## config.mk

```make
export PLATFORM = sky130hd
export DESIGN_NAME = dram_read_master
export DESIGN_NICKNAME = d
export VERILOG_FILES = /design/src/rtl/dram_read_master.sv
export SDC_FILE = /design/constraint.sdc
export NUM_CORES = 1
export LEC_CHECK = 0
export CELL_PAD_IN_SITES_DETAIL_PLACEMENT = 1
export CELL_PAD_IN_SITES_GLOBAL_PLACEMENT = 2
export CORE_MARGIN = 2
export CORE_UTILIZATION = 26
export DETAILED_ROUTE_END_ITERATION = 6
export GPL_ROUTABILITY_DRIVEN = 0
export PLACE_DENSITY_LB_ADDON = 0.1
export REMOVE_ABC_BUFFERS = 1
export SLEW_MARGIN = 20
export SYNTH_ARGS = -nofsm -noshare
export SYNTH_HDL_FRONTEND = slang
export SYNTH_SLANG_ARGS = --single-unit
```

## constraint.sdc

```tcl
create_clock -name clk_pixel -period 5.2 [get_ports clk_pixel]
set_clock_uncertainty 0.15 [all_clocks]
set_input_delay 0.52 -clock clk_pixel [delete_from_list [all_inputs] [get_ports clk_pixel]]
set_output_delay 0.52 -clock clk_pixel [all_outputs]
set_load 0.01 [all_outputs]
```

## src/rtl/dram_read_master.sv

```systemverilog
`default_nettype none
// ============================================================================
// Module   : dram_read_master
// Brief    : Single-outstanding AXI4 read master. It accepts one read request
//            (byte address + beat count), splits it at a 4 KB boundary into
//            at most two INCR bursts, and streams the returned beats to the
//            consumer one cycle after each R handshake.
// Revision : 1.0 - initial release
// ============================================================================
module dram_read_master #(
    parameter int DRAM_ADDR_WIDTH = 39,
    parameter int DRAM_DATA_WIDTH = 128
) (
    input  logic                       clk_pixel,
    input  logic                       dram_read_master_reset,

    input  logic [DRAM_ADDR_WIDTH-1:0] dram_read_addr,
    input  logic [7:0]                 dram_read_len,
    input  logic                       dram_read_en,
    output logic                       dram_read_busy,
    output logic [DRAM_DATA_WIDTH-1:0] dram_read_data,
    output logic                       dram_read_data_valid,
    output logic                       dram_read_error,

    output logic [DRAM_ADDR_WIDTH-1:0] m_axi_araddr,
    output logic [7:0]                 m_axi_arlen,
    output logic [2:0]                 m_axi_arsize,
    output logic [1:0]                 m_axi_arburst,
    output logic                       m_axi_arvalid,
    input  logic                       m_axi_arready,

    input  logic [DRAM_DATA_WIDTH-1:0] m_axi_rdata,
    input  logic [1:0]                 m_axi_rresp,
    input  logic                       m_axi_rlast,
    input  logic                       m_axi_rvalid,
    output logic                       m_axi_rready
);

    // 16-byte beats, incrementing bursts, OKAY response code
    localparam logic [2:0] C_ARSIZE    = 3'b100;
    localparam logic [1:0] C_ARBURST   = 2'b01;
    localparam logic [1:0] C_RESP_OKAY = 2'b00;

    typedef enum logic [2:0] {
        ST_IDLE = 3'd0,
        ST_AR   = 3'd1,
        ST_R    = 3'd2,
        ST_AR2  = 3'd3,
        ST_R2   = 3'd4
    } state_t;

    state_t                     state_q,      state_d;
    logic [DRAM_ADDR_WIDTH-1:0] araddr_q,     araddr_d;
    logic [7:0]                 arlen_q,      arlen_d;
    logic [DRAM_ADDR_WIDTH-1:0] addr2_q,      addr2_d;
    logic [7:0]                 len2_q,       len2_d;
    logic                       split_q,      split_d;
    logic [7:0]                 beat_cnt_q,   beat_cnt_d;
    logic [DRAM_DATA_WIDTH-1:0] data_q,       data_d;
    logic                       data_valid_q, data_valid_d;
    logic                       error_q,      error_d;

    // Request decode: beat-align the address and work out the 4 KB split.
    // addr[11:4] is the beat index within the current 4 KB page; the beats
    // left in the page ("room") are 256 minus that index.
    logic [DRAM_ADDR_WIDTH-1:0] w_aligned;
    logic [8:0]                 w_room;
    logic [7:0]                 w_room_lo;
    logic [7:0]                 w_first_len;
    logic [7:0]                 w_second_len;
    logic                       w_fits;
    logic [DRAM_ADDR_WIDTH-1:0] w_addr2;
    logic                       w_last_by_cnt;

    assign w_aligned    = dram_read_addr & {{(DRAM_ADDR_WIDTH-4){1'b1}}, 4'b0000};
    assign w_room       = 9'd256 - {1'b0, dram_read_addr[11:4]};
    // room modulo 256; exact whenever a split happens, since room <= len <= 255 then
    assign w_room_lo    = 8'd0 - dram_read_addr[11:4];
    // room - 1 == 255 - page beat index
    assign w_first_len  = ~dram_read_addr[11:4];
    // len + 1 <= room  <=>  len <= room - 1
    assign w_fits       = (dram_read_len <= w_first_len);
    assign w_second_len = dram_read_len - w_room_lo;
    // Full-width add: carries past bit 11 propagate and the top wraps modulo 2^W
    assign w_addr2      = w_aligned + {{(DRAM_ADDR_WIDTH-13){1'b0}}, w_room, 4'b0000};

    assign w_last_by_cnt = (beat_cnt_q == arlen_q);

    // State, burst bookkeeping and beat forwarding registers
    always_ff @(posedge clk_pixel) begin
        if (dram_read_master_reset) begin
            state_q      <= ST_IDLE;
            araddr_q     <= '0;
            arlen_q      <= '0;
            addr2_q      <= '0;
            len2_q       <= '0;
            split_q      <= 1'b0;
            beat_cnt_q   <= '0;
            data_q       <= '0;
            data_valid_q <= 1'b0;
            error_q      <= 1'b0;
        end else begin
            state_q      <= state_d;
            araddr_q     <= araddr_d;
            arlen_q      <= arlen_d;
            addr2_q      <= addr2_d;
            len2_q       <= len2_d;
            split_q      <= split_d;
            beat_cnt_q   <= beat_cnt_d;
            data_q       <= data_d;
            data_valid_q <= data_valid_d;
            error_q      <= error_d;
        end
    end

    // Next-state logic: accept in IDLE, issue AR, collect beats, optional second burst
    always_comb begin
        state_d      = state_q;
        araddr_d     = araddr_q;
        arlen_d      = arlen_q;
        addr2_d      = addr2_q;
        len2_d       = len2_q;
        split_d      = split_q;
        beat_cnt_d   = beat_cnt_q;
        data_d       = data_q;
        data_valid_d = 1'b0;
        error_d      = error_q;

        case (state_q)
            ST_IDLE: begin
                if (dram_read_en) begin
                    araddr_d   = w_aligned;
                    arlen_d    = w_fits ? dram_read_len : w_first_len;
                    split_d    = ~w_fits;
                    addr2_d    = w_addr2;
                    len2_d     = w_second_len;
                    beat_cnt_d = '0;
                    state_d    = ST_AR;
                end
            end

            ST_AR, ST_AR2: begin
                if (m_axi_arready) begin
                    beat_cnt_d = '0;
                    state_d    = (state_q == ST_AR) ? ST_R : ST_R2;
                end
            end

            ST_R, ST_R2: begin
                // rready is high in these states, so rvalid alone is a handshake
                if (m_axi_rvalid) begin
                    data_d       = m_axi_rdata;
                    data_valid_d = 1'b1;
                    // Bad response, or rlast out of step with our own beat count
                    if ((m_axi_rresp != C_RESP_OKAY) || (m_axi_rlast != w_last_by_cnt)) begin
                        error_d = 1'b1;
                    end
                    // Either indication ends the burst so a faulty slave cannot wedge us
                    if (w_last_by_cnt || m_axi_rlast) begin
                        if ((state_q == ST_R) && split_q) begin
                            araddr_d = addr2_q;
                            arlen_d  = len2_q;
                            state_d  = ST_AR2;
                        end else begin
                            state_d  = ST_IDLE;
                        end
                    end else begin
                        beat_cnt_d = beat_cnt_q + 8'd1;
                    end
                end
            end

            default: begin
                state_d = ST_IDLE;
            end
        endcase
    end

    assign m_axi_araddr  = araddr_q;
    assign m_axi_arlen   = arlen_q;
    assign m_axi_arsize  = C_ARSIZE;
    assign m_axi_arburst = C_ARBURST;
    assign m_axi_arvalid = (state_q == ST_AR) || (state_q == ST_AR2);
    assign m_axi_rready  = (state_q == ST_R)  || (state_q == ST_R2);

    assign dram_read_busy       = (state_q != ST_IDLE);
    assign dram_read_data       = data_q;
    assign dram_read_data_valid = data_valid_q;
    assign dram_read_error      = error_q;

endmodule
`default_nettype wire

```

==> flow_summary.ini <==
[power]
p_per_area_mw_per_mm2 = 331
irDropWorstVdd_mv = 0.226
pwr-share-seq = 0.388
leakagePower_uw = 0.00529
pwr-share-clk = 0.444
switchingPower_uw = 1310
combPwrFrac = 0.168
switching_share = 0.263
p_int_uw = 3650

[cts]
htree_levels = 1
max-clock-path-buffers = 3
numCtsBuffers = 29
cts_setup_buffers = 0
clock-sinks = 227
cts_tree = done
cts_resized = 0
cts.root.buffer_cell = clkbuf_16
clkTransAtPathRegs_ns = 0.06
cts_hold_buf = 0
clock_latency_ns = 0.56

[die]
initial_core_util = 0.265
num_rows = 71
die_y_um = 200
die_w_um = 200
fp.coreArea_mm2 = 0.0378
boundaryPins = 368
die_area_mm2 = 0.0400

[setup_path]
crit_buf_inv = 4
path_class = input pin to flop
crit_fanout = 14
worst_setup_path_end_kind = flop
crit_path_start_kind = input pin
arrival_ns = 4.12
slowest_delay_ns = 0.53
crit_required_ns = 5.53
path_delay_family = simple AND/OR/NAND/NOR gates
cp_slowest_cell = clkdlybuf4s50_1
cp_cell_sequence = clkdlybuf4s50_1, inv_1, ha_1, nor3b_2, nand2_1, inv_1, ha_1, xnor2_1, nand2_1, nor4_2, nor4_2, buf_4, nor4b_1, xnor2_1, a211oi_1

[global_route]
grt_pass1_wl_mm = 58.1
grt_use_total = 0.187
grt_remaining_overflow = 0
grt_max_degree = 88
grt_pass1_vias = 9646
antenna_found_initial = 3

[timing]
hold-worst-slack_ns = 0.301
tightest_slew_ns = 0.940
fin_crit_ns = 3.78
slew_headroom = 0.373
hold_viol = 0
rsz0062_at_grt = no
tns_ns = 0
finalCritPeriodShare = 0.728
fmax_mhz = 264
maxSlewViolCount = 0
finalSetupViolations = 0

[min_path]
hp-class = flop to flop

[detailed_routing]
vias = 9724
ant_nets = 0
dr.pass1.iters = 4
drcViolationCount = 0
routed_wl_mm = 39.0
via_per_inst = 4.62
routedWlPerCell_um = 18.5
drt-initial-drc-count = 245

[synth]
yosys.area_share.adder = 0.0283
synthCells = 1263
syn_area_per_cell_um2 = 7.91
yosysSeqAreaShare = 0.455
synth_top_family_by_area = simple AND/OR/NAND/NOR gates
synthSimpleGateAreaFrac = 0.238
yosys_warnings = 0
async_flop_share = 0
synth-xor-area-share = 0.0507
synth-edff-count = 0
synth_compound_area_frac = 0.168
synthDistinctLibCells = 60
synth_mux_area_frac = 0.0122
ys_ff_latch = 227
syn_area_mm2 = 0.00999
synthFlopType = dfxtp_1

[finish]
area_growth_pct = 50.1
final_nets = 1778
mostFrequentLayoutCell = nand2_1
final_cell_mix = nand2_1, clkdlybuf4s50_1, dfxtp_1
diodes = 0
drive_above_1_share = 0.0539

[outcome]
status = finished clean

[flow_run]
max_cap_violations = 0

[place]
io_buffers = 354
dp.final_hpwl_mm = 28.1
[sequential cells by signal, summed over array words and instances, names as in the netlist]
name                  flops
addr2_q                  34
beat_cnt_q                8
dram_read_data          128
dram_read_data_valid      1
dram_read_error           1
len2_q                    8
m_axi_araddr             35
m_axi_arlen               8
split_q                   1
state_q                   3
[path summary, 6_finish.rpt]
check                                       start               end  slack [ns]  cells after the start
worst max-delay path            dram_read_addr[4]       addr2_q[25]        1.42                     15
worst min-delay path                    len2_q[3]         len2_q[3]        0.30                      2
worst max register to register      beat_cnt_q[2]  m_axi_araddr[38]        1.86                     11
worst min register to register          len2_q[3]         len2_q[3]        0.30                      2
[kinds of logic after synthesis]
logic type / count (synthesis)
buffers and inverters: 111
adder cells (fa/ha/maj): 22
flip-flops: 227
XOR/XNOR: 57
multiplexers: 12
AO/OA/AOI/OAI: 276
other: 2
AND/OR/NAND/NOR: 556
[metal layers]
layer,global-route usage,part of all wire
met1,0.243,0.45
met2,0.307,0.45
met3,0.0551,0.078
met4,0.0379,0.020
met5,0,0.0011
[per-stage QoR]
stage / std cells / power [µW] / area (µm²) / util / setup slack [ns]
after floorplan: 1174 / 2340 / 9600 / - / -6.18
after global placement: 2053 / 2800 / 13900 / 0.369 / 0.828
after detailed placement: 2053 / 2810 / 13900 / 0.369 / 0.809
after CTS: 2106 / 5050 / 15000 / 0.397 / 1.40
after global routing: 2106 / 5190 / 15000 / 0.397 / 0.985
final: 2106 / 4960 / 15000 / 0.397 / 1.42
[synthesized netlist by cell type (12+ instances only)]
library cell,instances,area [µm²]
dfxtp_1,227,4540
a21oi_1,152,761
clkbuf_1,80,300
a311oi_1,38,333
o21ai_0,29,145
ha_1,21,263
xor2_1,31,272
nor3_1,12,60.1
nand2_1,378,1420
nand3_1,12,60.1
xnor2_1,25,219
inv_1,14,52.6
nor2_1,85,319
a211oi_1,26,195
[final cells by class]
cell class / instances / area, µm²
well taps: 511 / 639
multi-input cells: 932 / 5020
fillers: 4469 / 22800
clock buffers: 43 / 868
inverters: 15 / 56.3
flip-flops and latches: 227 / 4540
repair buffers: 368 / 3670
clock inverters: 10 / 184
[power groups by stage]
stage / Sequential [µW] / Clock (µW) / Combinational (µW)
2_1_floorplan: 1980 / 0 / 365
3_3_place_gp: 1960 / 0 / 838
5_1_grt: 1940 / 2330 / 921
6_report: 1920 / 2200 / 834
4_1_cts: 1920 / 2280 / 852
3_5_place_dp: 1960 / 0 / 847
[worst min-delay path, cell delays in order, from the launching register on]
cell	delay (ns)
dfxtp_1	0.30
nand2_1	0.05
a21oi_1	0.05
(Power assumes the default switching activity.)
